===== config.mk =====
export PLATFORM = sky130hd
export DESIGN_NAME = nibble_serial_adder_ctrl
export DESIGN_NICKNAME = d
export VERILOG_FILES = /design/src/rtl/nibble_serial_adder_ctrl.sv
export SDC_FILE = /design/constraint.sdc
export NUM_CORES = 1
export LEC_CHECK = 0
export BUFFER_PORTS_ARGS = -buffer_cell sky130_fd_sc_hd__buf_2
export CAP_MARGIN = 20
export CORE_ASPECT_RATIO = 1.5
export CORE_MARGIN = 1.5
export CORE_UTILIZATION = 55
export DETAILED_ROUTE_END_ITERATION = 8
export GPL_TIMING_DRIVEN = 0
export HOLD_SLACK_MARGIN = 0.1
export PLACE_DENSITY_LB_ADDON = 0.08
export SETUP_SLACK_MARGIN = 0.4
export SLEW_MARGIN = 15
export SYNTH_ARGS = -nofsm -noshare
export SYNTH_HDL_FRONTEND = slang
export SYNTH_SLANG_ARGS = --single-unit

===== constraint.sdc =====
create_clock -name clk -period 5.5 [get_ports clk]
set_input_delay 0.275 -clock clk [delete_from_list [all_inputs] [get_ports clk]]
set_output_delay 0.275 -clock clk [all_outputs]
set_load 0.02 [all_outputs]

===== src/rtl/nibble_serial_adder_ctrl.sv =====
// nibble_serial_adder_ctrl
// Computes wide 2's-complement sums one nibble per clock on a single shared
// 4-bit ripple slice. The operands are latched when the request is accepted.
// The carry is chained between nibbles through a register, and the result is
// assembled in place.
// Optional feature: define SERIAL_SUB_EN to add a 'sub' input that selects A-B.
module nibble_serial_adder_ctrl #(
  parameter int NIBBLES = 4,
  localparam int W = 4 * NIBBLES
) (
  input  logic         clk,
  input  logic         reset,
  input  logic         start,
`ifdef SERIAL_SUB_EN
  input  logic         sub,
`endif
  input  logic [W-1:0] a,
  input  logic [W-1:0] b,
  output logic         ready,
  output logic         busy,
  output logic         done,
  output logic [W-1:0] sum,
  output logic         carryout,
  output logic         overflow
);

  localparam int IW = (NIBBLES > 1) ? $clog2(NIBBLES) : 1;
  localparam logic [IW-1:0] LAST_IDX = IW'(NIBBLES - 1);

  typedef enum logic {IDLE, RUN} state_t;

  state_t         state;
  state_t         next_state;
  logic           accept;
  logic           last_step;
  logic           sub_sel;
  logic [W-1:0]   a_lat;
  logic [W-1:0]   b_lat;
  logic [IW-1:0]  idx;
  logic           carry_reg;
  logic [3:0]     a_nib;
  logic [3:0]     b_nib;
  logic [3:0]     slice_sum;
  logic [4:0]     slice_c;

`ifdef SERIAL_SUB_EN
  assign sub_sel = sub;
`else
  assign sub_sel = 1'b0;
`endif

  assign ready = (state == IDLE);
  assign busy  = (state == RUN);

  // The slice only ever sees the nibble that is selected by the current step index
  assign a_nib = a_lat[{idx, 2'b00} +: 4];
  assign b_nib = b_lat[{idx, 2'b00} +: 4];

  // Four full-adder cells rippling from the registered carry; slice_c[3] is the carry into the MSB
  assign slice_c[0] = carry_reg;
  for (genvar k = 0; k < 4; k++) begin : g_fa
    assign slice_sum[k]   = a_nib[k] ^ b_nib[k] ^ slice_c[k];
    assign slice_c[k+1]   = (a_nib[k] & b_nib[k]) | (slice_c[k] & (a_nib[k] ^ b_nib[k]));
  end

  // State register; reset aborts any in-flight operation immediately
  always_ff @(posedge clk or posedge reset) begin
    if (reset) state <= IDLE;
    else       state <= next_state;
  end

  // Next-state logic: accept only in IDLE, return to IDLE after the final nibble
  always_comb begin
    next_state = state;
    accept     = 1'b0;
    last_step  = 1'b0;
    case (state)
      IDLE: begin
        if (start) begin
          accept     = 1'b1;
          next_state = RUN;
        end
      end
      RUN: begin
        if (idx == LAST_IDX) begin
          last_step  = 1'b1;
          next_state = IDLE;
        end
      end
      default: next_state = IDLE;
    endcase
  end

  // Datapath: latch operands on accept, then write one sum nibble per step and chain the carry
  always_ff @(posedge clk or posedge reset) begin
    if (reset) begin
      a_lat     <= '0;
      b_lat     <= '0;
      idx       <= '0;
      carry_reg <= 1'b0;
      sum       <= '0;
      carryout  <= 1'b0;
      overflow  <= 1'b0;
      done      <= 1'b0;
    end else begin
      done <= 1'b0;
      if (accept) begin
        a_lat     <= a;
        b_lat     <= sub_sel ? ~b : b;
        idx       <= '0;
        carry_reg <= sub_sel;
        sum       <= '0;
        carryout  <= 1'b0;
        overflow  <= 1'b0;
      end else if (state == RUN) begin
        sum[{idx, 2'b00} +: 4] <= slice_sum;
        carry_reg              <= slice_c[4];
        if (last_step) begin
          carryout <= slice_c[4];
          overflow <= slice_c[4] ^ slice_c[3];
          done     <= 1'b1;
        end else begin
          idx <= idx + 1'b1;
        end
      end
    end
  end

endmodule


## Yosys cells after proc, flatten, opt, wreduce, memory -nomap -nowiden

Cells that the tools add are included.
Widths: inputs -> output; s select.

| word-level totals | value |
|---|---|
| word-level logic and storage cells | 66 |
| bits of input ports | 35 |
| register bits after elaboration | 55 |
| output and inout bits | 21 |

| operators by class | value |
|---|---|
| eq/ne operators | 2 |
| add/sub/neg operators | 2 |
| reduce and logical (&&, ||, !) cells | 4 |
| bitwise gates (word level) | 22 |
| shift-type cells | 4 |
| multiplexer cells | 23 |

Operator list:

| cell | number |
|---|---|
| $mux 16 | 2 |
| $shiftx 16x5->4 | 2 |
| $bwmux 16 | 1 |
| $mux 1 | 16 |
| $shift 4x6->16 const A | 1 |
| $shiftx 4x6->16 | 1 |
| $xor 1x1->1 | 9 |
| $and 1x1->1 | 8 |
| $mux 2 | 3 |
| $neg 4->6 | 1 |
| $or 1x1->1 | 4 |
| $reduce_and 2->1 | 2 |
| $reduce_bool 2->1 | 2 |
| $add 2x1->2 const B | 1 |
| $eq 2x2->1 const B | 1 |
| $ne 2x2->1 const B | 1 |
| $pmux 1 s2 | 1 |
| $not 1->1 | 1 |

## Depth between registers and ports, before layout

Gate-level depths: netlist of the first run.

| logic depth | value |
|---|---|
| word-level depth | 14 |
| mapped depth | 11 |
| mapped depth without buffers | 10 |

## Least setup slack after synthesis of the first run

No wires, ideal clock.

| path | value |
|---|---|
| path kind | register to register |
| from | register idx[1] |
| to | register overflow |
| arrival | 2.736 ns |
| clock period less this slack | 2.857 ns |
| slack | 2.643 ns |
| setup time | 0.121 ns |
| cell stages (with the launch flop) | 12 |
| data required time | 5.379 ns |
| path buffers | 1 |
| cells stage by stage | dfrtp_1 -> clkbuf_1 -> mux4_2 -> inv_1 -> fa_1 -> inv_1 -> fa_1 -> inv_1 -> fa_1 -> fa_1 -> xor2_1 -> a22o_1 |

| on the way | value |
|---|---|
| word-level cells in the longest chain between the ends | 14 |
| elaborated cells on any way between the ends | 27 |
| those cells by class | eq/ne: 1; shift: 2; mux: 5; bitwise: 17; reduce/logical: 2 |

Ends and longest elaborated chain:

| item | RTL line | source |
|---|---|---|
| from (decl) | 39 | `logic [IW-1:0] idx;` |
| from (signal assigned) | 123 | `idx <= idx + 1'b1;` |
| $shiftx 16x5->4 (on tied branches) | 56, 57 |  |
| $xor 1x1->1 | 63 | `assign slice_c[k+1] = (a_nib[k] & b_nib[k]) \| (slice_c[k] & (a_nib[k] ^ b_nib[k]));` |
| $and 1x1->1 | 63 |  |
| $or 1x1->1 | 63 |  |
| $and 1x1->1 | 63 |  |
| $or 1x1->1 | 63 |  |
| $and 1x1->1 | 63 |  |
| $or 1x1->1 | 63 |  |
| $and 1x1->1 | 63 |  |
| $or 1x1->1 | 63 |  |
| $xor 1x1->1 | 120 | `overflow <= slice_c[4] ^ slice_c[3];` |
| $mux 1 | 118 | `if (last_step) begin` |
| $mux 1 | 115 | `end else if (state == RUN) begin` |
| $mux 1 | 107 | `if (accept) begin` |
| to (signal assigned) | 120 |  |
| to (decl) | 24 | `output logic overflow` |

Parallel ways exist; a longest one is shown, timed or not. The select of a mux whose other input is x is not followed.
A chain may end at the register's enable or synchronous reset.

## Worst setup path after layout of the first run

Ends and elaborated chain as after synthesis.

==> flow_summary.json, run 1 <==
{
  "rsz0062_at_grt": "false",
  "final_common_cell": "nand2_1",
  "cap_violations": 0,
  "grt_first_pass_wirelength_um": 8460,
  "antenna_found_initial": 0,
  "violations": "design-rule violations",
  "crit_chain": "clkbuf_1, mux4_2, inv_1, fa_1, inv_1, fa_1, inv_1, fa_1, fa_1, xor2_1, a22o_1",
  "rr_worst_depth": 11,
  "power_density_nw_per_um2": 631,
  "slowest_delay_ns": 0.49,
  "yosys_register_bits": 55,
  "final_cell_mix": "nand2_1 (103), buf_2 (64), dfrtp_1 (55)",
  "firstDrtPassIters": 6,
  "status": "complete, but fails checks",
  "pre_cts_slack_ns": 2.27,
  "gp_congestion": 0.819,
  "worstSetupEndpointType": "register",
  "critical_path_class": "register to register",
  "syn2layout_area_growth_pct": 19.5,
  "cts_tree": "built",
  "post_cts_resized": 0,
  "critPathBufInv": 4,
  "tightest_slew_ns": 0.616,
  "grt_pass1_vias": 1898,
  "die_w_um": 57.7,
  "diodes": 0,
  "hold_viol_final": 0,
  "relSlewSlack_pct": 59.0,
  "whs_path_depth": 3,
  "wirelength_um": 5010,
  "ir_drop_mv": 0.316,
  "cts_sinks": 55,
  "skew_ns": 0.00773,
  "synthCells": 241,
  "core-area_um2": 4280,
  "ant_nets": 0,
  "die_area_um2": 4900,
  "gr-usage-met3_pct": 4.27,
  "avgSynthCellArea_um2": 10.2,
  "use_met2_pct": 41.1,
  "crit_top_cell": "fa_1",
  "ioPinCount": 56,
  "post_cts_buffers": 0,
  "fin_nets": 348,
  "overflow": 0,
  "synth_cell_types": 26,
  "top_regs": "a_lat (16), b_lat (16), sum (16)",
  "wl_per_cell_um": 14.2,
  "rows": 29,
  "io_buffers": 55,
  "required_ns": 5.71,
  "postCtsHoldBufs": 1,
  "drt_iter0_drc": 64,
  "synth_nets": 284,
  "tns_ns": 0,
  "crit_fanout": 10,
  "drive_gt1_share_pct": 27.8,
  "root_buffer": "clkbuf_8",
  "critPathTopFamily": "adder cells",
  "grt_max_degree": 36,
  "synth.largest_area_cell": "dfrtp_1",
  "clockBufferDepth": 2,
  "post-route-min-period_ns": 3.24,
  "leakagePower_nw": 1.60,
  "die_h_um": 85.0,
  "netlist_area_um2": 2470,
  "clk_latency_ns": 0.31,
  "drcViolationCount": 4,
  "initial_core_util_pct": 57.6,
  "cp_data_arrival_time_ns": 3.45,
  "hp-class": "primary input to register",
  "dp_hpwl_um": 3770,
  "path_depth": 11,
  "num_vias": 1830,
  "grt_util_all_layers_pct": 22.9,
  "fill_cells": 373,
  "met1_usage_pct": 25.8,
  "start_kind": "register",
  "numCtsBuffers": 5,
  "seq_area_frac_synth_pct": 55.8,
  "setup_violations": 0,
  "worst_slack_ns": 2.26,
  "fin_crit_sh_pct": 58.9,
  "slew_violations": 0,
  "synth_top_area_share_pct": 55.8,
  "top_usage_layer": "met2",
  "cts.htree.levels": 2,
  "synth.area.top_cells": "dfrtp_1 (56%), nand2_1 (16%), mux4_2 (7.3%)",
  "fmax_ghz": 0.309,
  "cp_slowest_cell": "clkbuf_1",
  "vias_per_cell": 5.20,
  "yosys_warnings": 0,
  "clk_pin_slew_worst_paths_ns": 0.10
}
[worst reg2reg max path: stages, from the launching register on]
cell	delay [ns]
dfrtp_1	0.38
clkbuf_1	0.49
mux4_2	0.34
inv_1	0.05
fa_1	0.35
inv_1	0.08
fa_1	0.17
inv_1	0.06
fa_1	0.41
fa_1	0.43
xor2_1	0.18
a22o_1	0.18
[metal layers]
metal / routed length (µm) / vias to the layer above / share of wire [%]
li1: - / 907 / -
met3: 164 / 10 / 3.3
met4: 135 / 0 / 2.7
met2: 2760 / 41 / 55
met1: 1960 / 872 / 39
met5: 0 / - / 0
[power by group]
group          switching [W]  internal (W)
Sequential         0.0000882      0.000575
Combinational       0.000555      0.000369
Clock               0.000127      0.000147
[worst paths after layout]
path / slack (ns) / from / end
min in group asynchronous: 0.51 / reset / sum[15]
min: 0.15 / a[7] / a_lat[7]
max: 2.26 / idx[1] / overflow
max reg2reg: 2.26 / idx[1] / overflow
max in group asynchronous: 4.45 / reset / b_lat[0]
min reg2reg: 0.48 / a_lat[13] / a_lat[13]
[final cells by class]
| cell class | count | area [µm²] | area share, % |
|---|---|---|---|
| flip-flops and latches | 55 | 1380 | 46.7 |
| multi-input cells | 159 | 975 | 33.1 |
| repair buffers | 57 | 305 | 10.4 |
| clock buffers | 6 | 82.6 | 2.80 |
| inverters | 16 | 60.1 | 2.04 |
| well taps | 46 | 57.6 | 1.95 |
| plain buffers | 11 | 56.3 | 1.91 |
| clock inverters | 2 | 35.0 | 1.19 |
[kinds of logic after synthesis]
kind of cell               count (synthesis)  share of synthesized area [%]
adders and majority gates                  8                           5.27
DFF                                       55                           55.8
xor gates and xnor gates                   1                          0.355
AOI/OAI and AO/OA                         23                           6.54
and+or+nand+nor                          117                           19.2
muxes                                     10                           8.11
buffers and inverters                     27                           4.72
[per-stage QoR]
stage	instances	utilization, %	hold WS [ns]	power (W)	area (µm²)
2_1_floorplan	241	-	0.380	0.00131	2470
3_3_place_gp	342	65.4	0.453	0.00157	2800
3_5_place_dp	343	65.9	0.307	0.00160	2820
4_1_cts	352	68.8	0.141	0.00188	2950
5_1_grt	352	68.8	0.149	0.00200	2950
6_report	352	68.8	0.146	0.00186	2950
[Yosys cell counts (all sizes together)]
master   instances
or3              1
inv             16
nand2b           1
a21oi            2
ha               4
a32o             1
nand3            6
nor2b            2
clkbuf           1
nand2          103
buf             10
mux4             8
or4b             1
o2bb2ai          8
xor2             1
o21ai           10
a22o             2
nor3             1
mux2i            2
fa               4
and2b            1
nand4            1
dfrtp           55
No activity file was read; power rests on OpenSTA's default activity.
==> run 2, diff against run 1 <==
--- a/config.mk
+++ b/config.mk
@@ -9,7 +9,7 @@
 export CAP_MARGIN = 20
 export CORE_ASPECT_RATIO = 1.5
 export CORE_MARGIN = 1.5
-export CORE_UTILIZATION = 55
+export CORE_UTILIZATION = 53
 export DETAILED_ROUTE_END_ITERATION = 8
 export GPL_TIMING_DRIVEN = 0
 export HOLD_SLACK_MARGIN = 0.1
==> constraint.sdc (replaced) <==
create_clock -name clk -period 3 [get_ports clk]
set_input_delay 0.15 -clock clk [delete_from_list [all_inputs] [get_ports clk]]
set_output_delay 0.15 -clock clk [all_outputs]
set_load 0.02 [all_outputs]
==> run 2 against run 1 <==
  * The flow now finishes without violations
  * Cell count up 11%
  * Sequential share of layout area down 5.2 points
  * Hold slack better by 0.041 ns
  * Count of clock-buffer cells in the layout up 1
  * Fmax up 18%
  * Register-to-register slack worse by 2.0 ns
  * Global-route usage up 2.3 points
  * Critical endpoint is now sum[3]
  * Largest power group unchanged
  * Highest routed layer unchanged
==> flow_summary.json, run 2 (synthesis gave the netlist of run 1 again) <==
{
  "status": "complete, no violations",
  "leakagePower_nw": 1.75,
  "numCtsBuffers": 5,
  "ioPinCount": 56,
  "antenna_found_initial": 0,
  "endpoint": "sum[3]",
  "rsz0062_at_grt": "true",
  "crit_top_cell": "fa_2",
  "fin_crit_sh_pct": 91.8,
  "dp_hpwl_um": 3710,
  "top_regs": "a_lat (16), b_lat (16), sum (16)",
  "fin_nets": 385,
  "path_depth": 10,
  "post-route-min-period_ns": 2.76,
  "ant_nets": 0,
  "drcViolationCount": 0,
  "overflow": 0,
  "final_cell_mix": "nand2_1 (103), buf_2 (64), dfrtp_1 (55)",
  "cp-startpoint": "idx[0]",
  "tightest_slew_ns": 0.440,
  "power_density_nw_per_um2": 1080,
  "gp_congestion": 0.864,
  "multi_input_area_um2": 1000,
  "relSlewSlack_pct": 70.4,
  "crit_fanout": 4,
  "fin_hold_ws_ns": 0.187,
  "critPathBufInv": 4,
  "required_ns": 3.20,
  "fmax_ghz": 0.363,
  "critical_path_class": "register to register",
  "slew_violations": 0,
  "final_common_cell": "nand2_1",
  "vias_per_cell": 5.12,
  "grt_max_degree": 37,
  "tns_ns": 0,
  "syn2layout_area_growth_pct": 34.4,
  "fill_cells": 337,
  "die_w_um": 58.7,
  "seq_area_um2": 1380,
  "cts_sinks": 55,
  "cts.htree.levels": 2,
  "grt_util_all_layers_pct": 25.2,
  "hold_viol_final": 0,
  "crit_chain": "buf_12, mux4_2, inv_2, fa_2, inv_2, fa_2, inv_2, fa_2, fa_2, o21ai_1",
  "drive_gt1_share_pct": 29.4,
  "wirelength_um": 5790,
  "reg2reg_to": "sum[3]",
  "io_buffers": 55,
  "drt_iter0_drc": 54,
  "core-area_um2": 4500,
  "r2r-start": "idx[0]",
  "clockBufferDepth": 2,
  "fin_util_pct": 73.6,
  "grt_first_pass_wirelength_um": 9580,
  "cts_tree": "built",
  "firstDrtPassIters": 4,
  "cp_slowest_cell": "fa_2",
  "hp-class": "primary input to register",
  "start_kind": "register",
  "slowest_delay_ns": 0.62,
  "worstSetupEndpointType": "register",
  "diodes": 0,
  "die_h_um": 86.6,
  "critPathTopFamily": "adder cells",
  "r2r_slack_ns": 0.24,
  "num_vias": 2000,
  "wl_per_cell_um": 14.8,
  "cp_data_arrival_time_ns": 2.96,
  "ir_drop_mv": 0.549,
  "cap_violations": 0,
  "skew_ns": 0.00983,
  "clk_pin_slew_worst_paths_ns": 0.10,
  "initial_core_util_pct": 54.8,
  "root_buffer": "clkbuf_8",
  "grt_pass1_vias": 2079,
  "clk_latency_ns": 0.31,
  "die_area_um2": 5080,
  "rr_worst_depth": 10,
  "setup_violations": 0,
  "rows": 30
}
## run 2: cell count changes in the layout (fill, tap and decap cells not counted), moves of 3 or more
cell and delta:
dlygate4sd3_1 +32, inv_1 -4, fa_2 +4, buf_4 +4
inv_2 +4, fa_1 -4, o21ai_0 -3
## run 2: final cells by class
type | count | area share, %
Buffer | 11 | 2.19
Clock buffer | 7 | 2.30
Clock inverter | 1 | 0.151
Inverter | 16 | 1.81
Multi-Input combinational cell | 159 | 30.3
Sequential cell | 55 | 41.5
Tap cell | 48 | 1.81
Timing Repair Buffer | 94 | 20.0
## run 2: through the flow
stage / power (W) / instances / worst slack, ns / cell area, µm²
final: 0.00359 / 391 / 0.245 / 3320
after floorplan: 0.00245 / 241 / 0.323 / 2480
after global placement: 0.00297 / 344 / 0.180 / 2820
after global routing: 0.00385 / 391 / 0.143 / 3320
after detailed placement: 0.00300 / 345 / 0.152 / 2840
after CTS: 0.00356 / 391 / 0.212 / 3310
## run 2: how the worst min path moves through the flow
stage / startpoint / end / cells past startpoint
after floorplan: a[0] / a_lat[0] / 2
after global placement: b[9] / b_lat[9] / 3
after detailed placement: reset / sum[8] / 2
after CTS: start / carry_reg / 3
after global routing: start / carry_reg / 3
final: start / carry_reg / 3
## run 2: worst register-to-register path, delay by kind of cell (launching register included)
| kind | cells | cell delay (ns) |
|---|---|---|
| adder cells (fa/ha/maj) | 4 | 1.53 |
| buffers and inverters | 4 | 0.31 |
| multiplexers | 1 | 0.34 |
| AO/OA/AOI/OAI | 1 | 0.08 |
| flip-flops | 1 | 0.42 |
## run 2: power by group
part           internal, W  leakage (nW)  switching (W)
Clock             0.000164        0.0422       0.000225
Combinational     0.000853          1.00        0.00114
Sequential         0.00105         0.705       0.000160
## run 2: metal layers
| layer | up-vias | track usage, % | routed length (µm) |
|---|---|---|---|
| li1 | 973 | - | - |
| met1 | 973 | 29.2 | 2250 |
| met2 | 45 | 46.7 | 3290 |
| met5 | - | 0 | 0 |
| met3 | 9 | 3.88 | 160 |
| met4 | 0 | 7.85 | 85 |
## run 2: timing repair
action                                 4_1_cts  5_1_grt
resized for setup                            8        3
setup endpoints to repair                    9        9
endpoints found under the hold margin       51        0
pin swaps                                    5        4
buffers inserted                             5        0
cloned                                       0        0
hold buffers                                33        0
==> run 3, diff against run 2 <==
--- a/config.mk
+++ b/config.mk
@@ -7,7 +7,7 @@
 export LEC_CHECK = 0
 export BUFFER_PORTS_ARGS = -buffer_cell sky130_fd_sc_hd__buf_2
 export CAP_MARGIN = 20
-export CORE_ASPECT_RATIO = 1.5
+export CORE_ASPECT_RATIO = 1.1
 export CORE_MARGIN = 1.5
 export CORE_UTILIZATION = 53
 export DETAILED_ROUTE_END_ITERATION = 8
==> run 3 against run 2 <==
  * Non-clock buffer count up 1
  * Clock power up 49%
  * Clock skew down 0.00068 ns
  * Fmax up 1.7%
  * Via count up 4.6%
  * First-iteration DRC count up 91%
  * Critical path depth up 1
  * Largest cell class unchanged
  * Setup slack better by 0.047 ns
  * Utilization up 3.6 points
  * Count of clock-buffer cells in the layout down 2
==> flow_summary.json, run 3 (synthesis gave the netlist of run 1 again) <==
{
  "clockBufferDepth": 2,
  "cp-startpoint": "idx[0]",
  "intPower_w": 0.00223,
  "vias_per_cell": 5.25,
  "leakagePower_nw": 1.77,
  "final_common_cell": "nand2_1",
  "relSlewSlack_pct": 59.9,
  "die_h_um": 74.6,
  "crit_fanout": 4,
  "grt_first_pass_wirelength_um": 9660,
  "reg2reg_to": "overflow",
  "cts.htree.levels": 2,
  "skew_ns": 0.00915,
  "cp_data_arrival_time_ns": 2.92,
  "core-area_um2": 4380,
  "grt_pass1_vias": 2071,
  "overflow": 0,
  "io_buffers": 55,
  "die_area_um2": 5070,
  "gp_congestion": 0.825,
  "top_regs": "a_lat (16), b_lat (16), sum (16)",
  "ir_drop_mv": 0.655,
  "hold_viol_final": 0,
  "cts_sinks": 55,
  "root_buffer": "clkbuf_8",
  "met1_usage_pct": 33.5,
  "wirelength_um": 5920,
  "antenna_found_initial": 0,
  "tightest_slew_ns": 0.600,
  "clockPowerShare_pct": 15.4,
  "initial_core_util_pct": 56.3,
  "critical_path_class": "register to register",
  "use_met2_pct": 46.3,
  "rows": 25,
  "hp-class": "primary input to register",
  "fmax_ghz": 0.369,
  "gr-usage-met3_pct": 4.54,
  "num_vias": 2091,
  "drcViolationCount": 0,
  "rr_worst_depth": 11,
  "syn2layout_area_growth_pct": 37.1,
  "fin_util_pct": 77.2,
  "fin_crit_sh_pct": 90.3,
  "numCtsBuffers": 5,
  "cts_tree": "built",
  "clk_pin_slew_worst_paths_ns": 0.10,
  "post-route-min-period_ns": 2.71,
  "worstSetupEndpointType": "register",
  "required_ns": 3.21,
  "final_cell_mix": "nand2_1 (103), buf_2 (64), dfrtp_1 (55)",
  "grt_max_degree": 29,
  "die_w_um": 68.1,
  "grt_util_all_layers_pct": 26.0,
  "fin_hold_ws_ns": 0.190,
  "power_frac_seq_pct": 32.2,
  "combPwrFrac_pct": 52.4,
  "status": "complete, no violations",
  "netSwitchingPower_w": 0.00154,
  "slew_violations": 0,
  "ant_nets": 0,
  "tns_ns": 0,
  "p_sw_share_pct": 40.9,
  "wl_per_cell_um": 14.9,
  "clk_latency_ns": 0.31,
  "fill_cells": 304,
  "fin_nets": 386,
  "pre_cts_slack_ns": 0.190,
  "power_w": 0.00378,
  "firstDrtPassIters": 4,
  "diodes": 0,
  "drt_iter0_drc": 103,
  "endpoint": "overflow",
  "start_kind": "register",
  "cap_violations": 0,
  "power_density_nw_per_um2": 1120,
  "dp_hpwl_um": 3800,
  "r2r-start": "idx[0]",
  "rsz0062_at_grt": "true",
  "r2r_slack_ns": 0.29,
  "ioPinCount": 56,
  "setup_violations": 0,
  "top_usage_layer": "met2",
  "worst_slack_ns": 0.291,
  "drive_gt1_share_pct": 30.2
}
run 3: changes by cell type in the layout (fill, tap and decap cells not counted):
| cell | delta |
|---|---|
| o21ai_1 | -1 |
| buf_12 | -1 |
| clkbuf_1 | -2 |
| buf_4 | +1 |
| clkinv_2 | -1 |
| buf_8 | +1 |
| bufinv_16 | +2 |
| o21ai_0 | +1 |
| clkinvlp_4 | +1 |
run 3: cell type report:
class	instances	area, µm²	area share, %
repair buffers	95	671	19.8
well taps	54	67.6	2.00
clock buffers	5	68.8	2.03
clock inverters	3	67.6	2.00
plain buffers	11	67.6	2.00
flip-flops and latches	55	1380	40.7
multi-input cells	159	1000	29.7
inverters	16	60.1	1.78
run 3: critical path, stage by stage, from the launching register on:
cell,delay (ns)
dfrtp_1,0.42
buf_8,0.14
mux4_2,0.33
inv_2,0.04
fa_2,0.34
inv_2,0.06
fa_2,0.19
inv_2,0.04
fa_2,0.34
fa_2,0.36
xor2_1,0.17
a22o_1,0.18
run 3: routing by layer:
| metal | vias up | routed length (µm) |
|---|---|---|
| met5 | - | 0 |
| met1 | 1042 | 2460 |
| met4 | 0 | 64 |
| met2 | 55 | 3210 |
| li1 | 987 | - |
| met3 | 7 | 184 |
run 3: worst min path at each step:
stage                     start        end  slack (ns)  cells after the start
after floorplan            a[0]   a_lat[0]        0.26                      2
after global placement    a[13]  a_lat[13]        0.34                      3
after detailed placement  reset    sum[13]        0.26                      2
after CTS                 start  carry_reg        0.24                      3
after global routing      start  carry_reg        0.20                      3
final                     start  carry_reg        0.19                      3
run 3: repair_timing:
| item | in CTS | in global routing |
|---|---|---|
| endpoints found under the hold margin | 59 | 0 |
| resized for setup | 4 | 5 |
| endpoints found under the setup margin | 9 | 7 |
| setup buffers | 4 | 2 |
| hold buffers | 33 | 0 |
| pin swaps | 1 | 3 |
run 3: power groups by stage:
stage	Clock [W]	Sequential [W]	Combinational, W
after global routing	0.000614	0.00125	0.00219
after floorplan	0	0.00130	0.00115
final	0.000582	0.00122	0.00198
after CTS	0.000585	0.00121	0.00189
after detailed placement	0	0.00123	0.00176
after global placement	0	0.00122	0.00174
run 3: metrics by stage:
step                      instances  instance area, µm²
after floorplan                 241                2480
after global placement          350                2830
after detailed placement        351                2850
after CTS                       396                3350
after global routing            398                3380
final                           398                3380
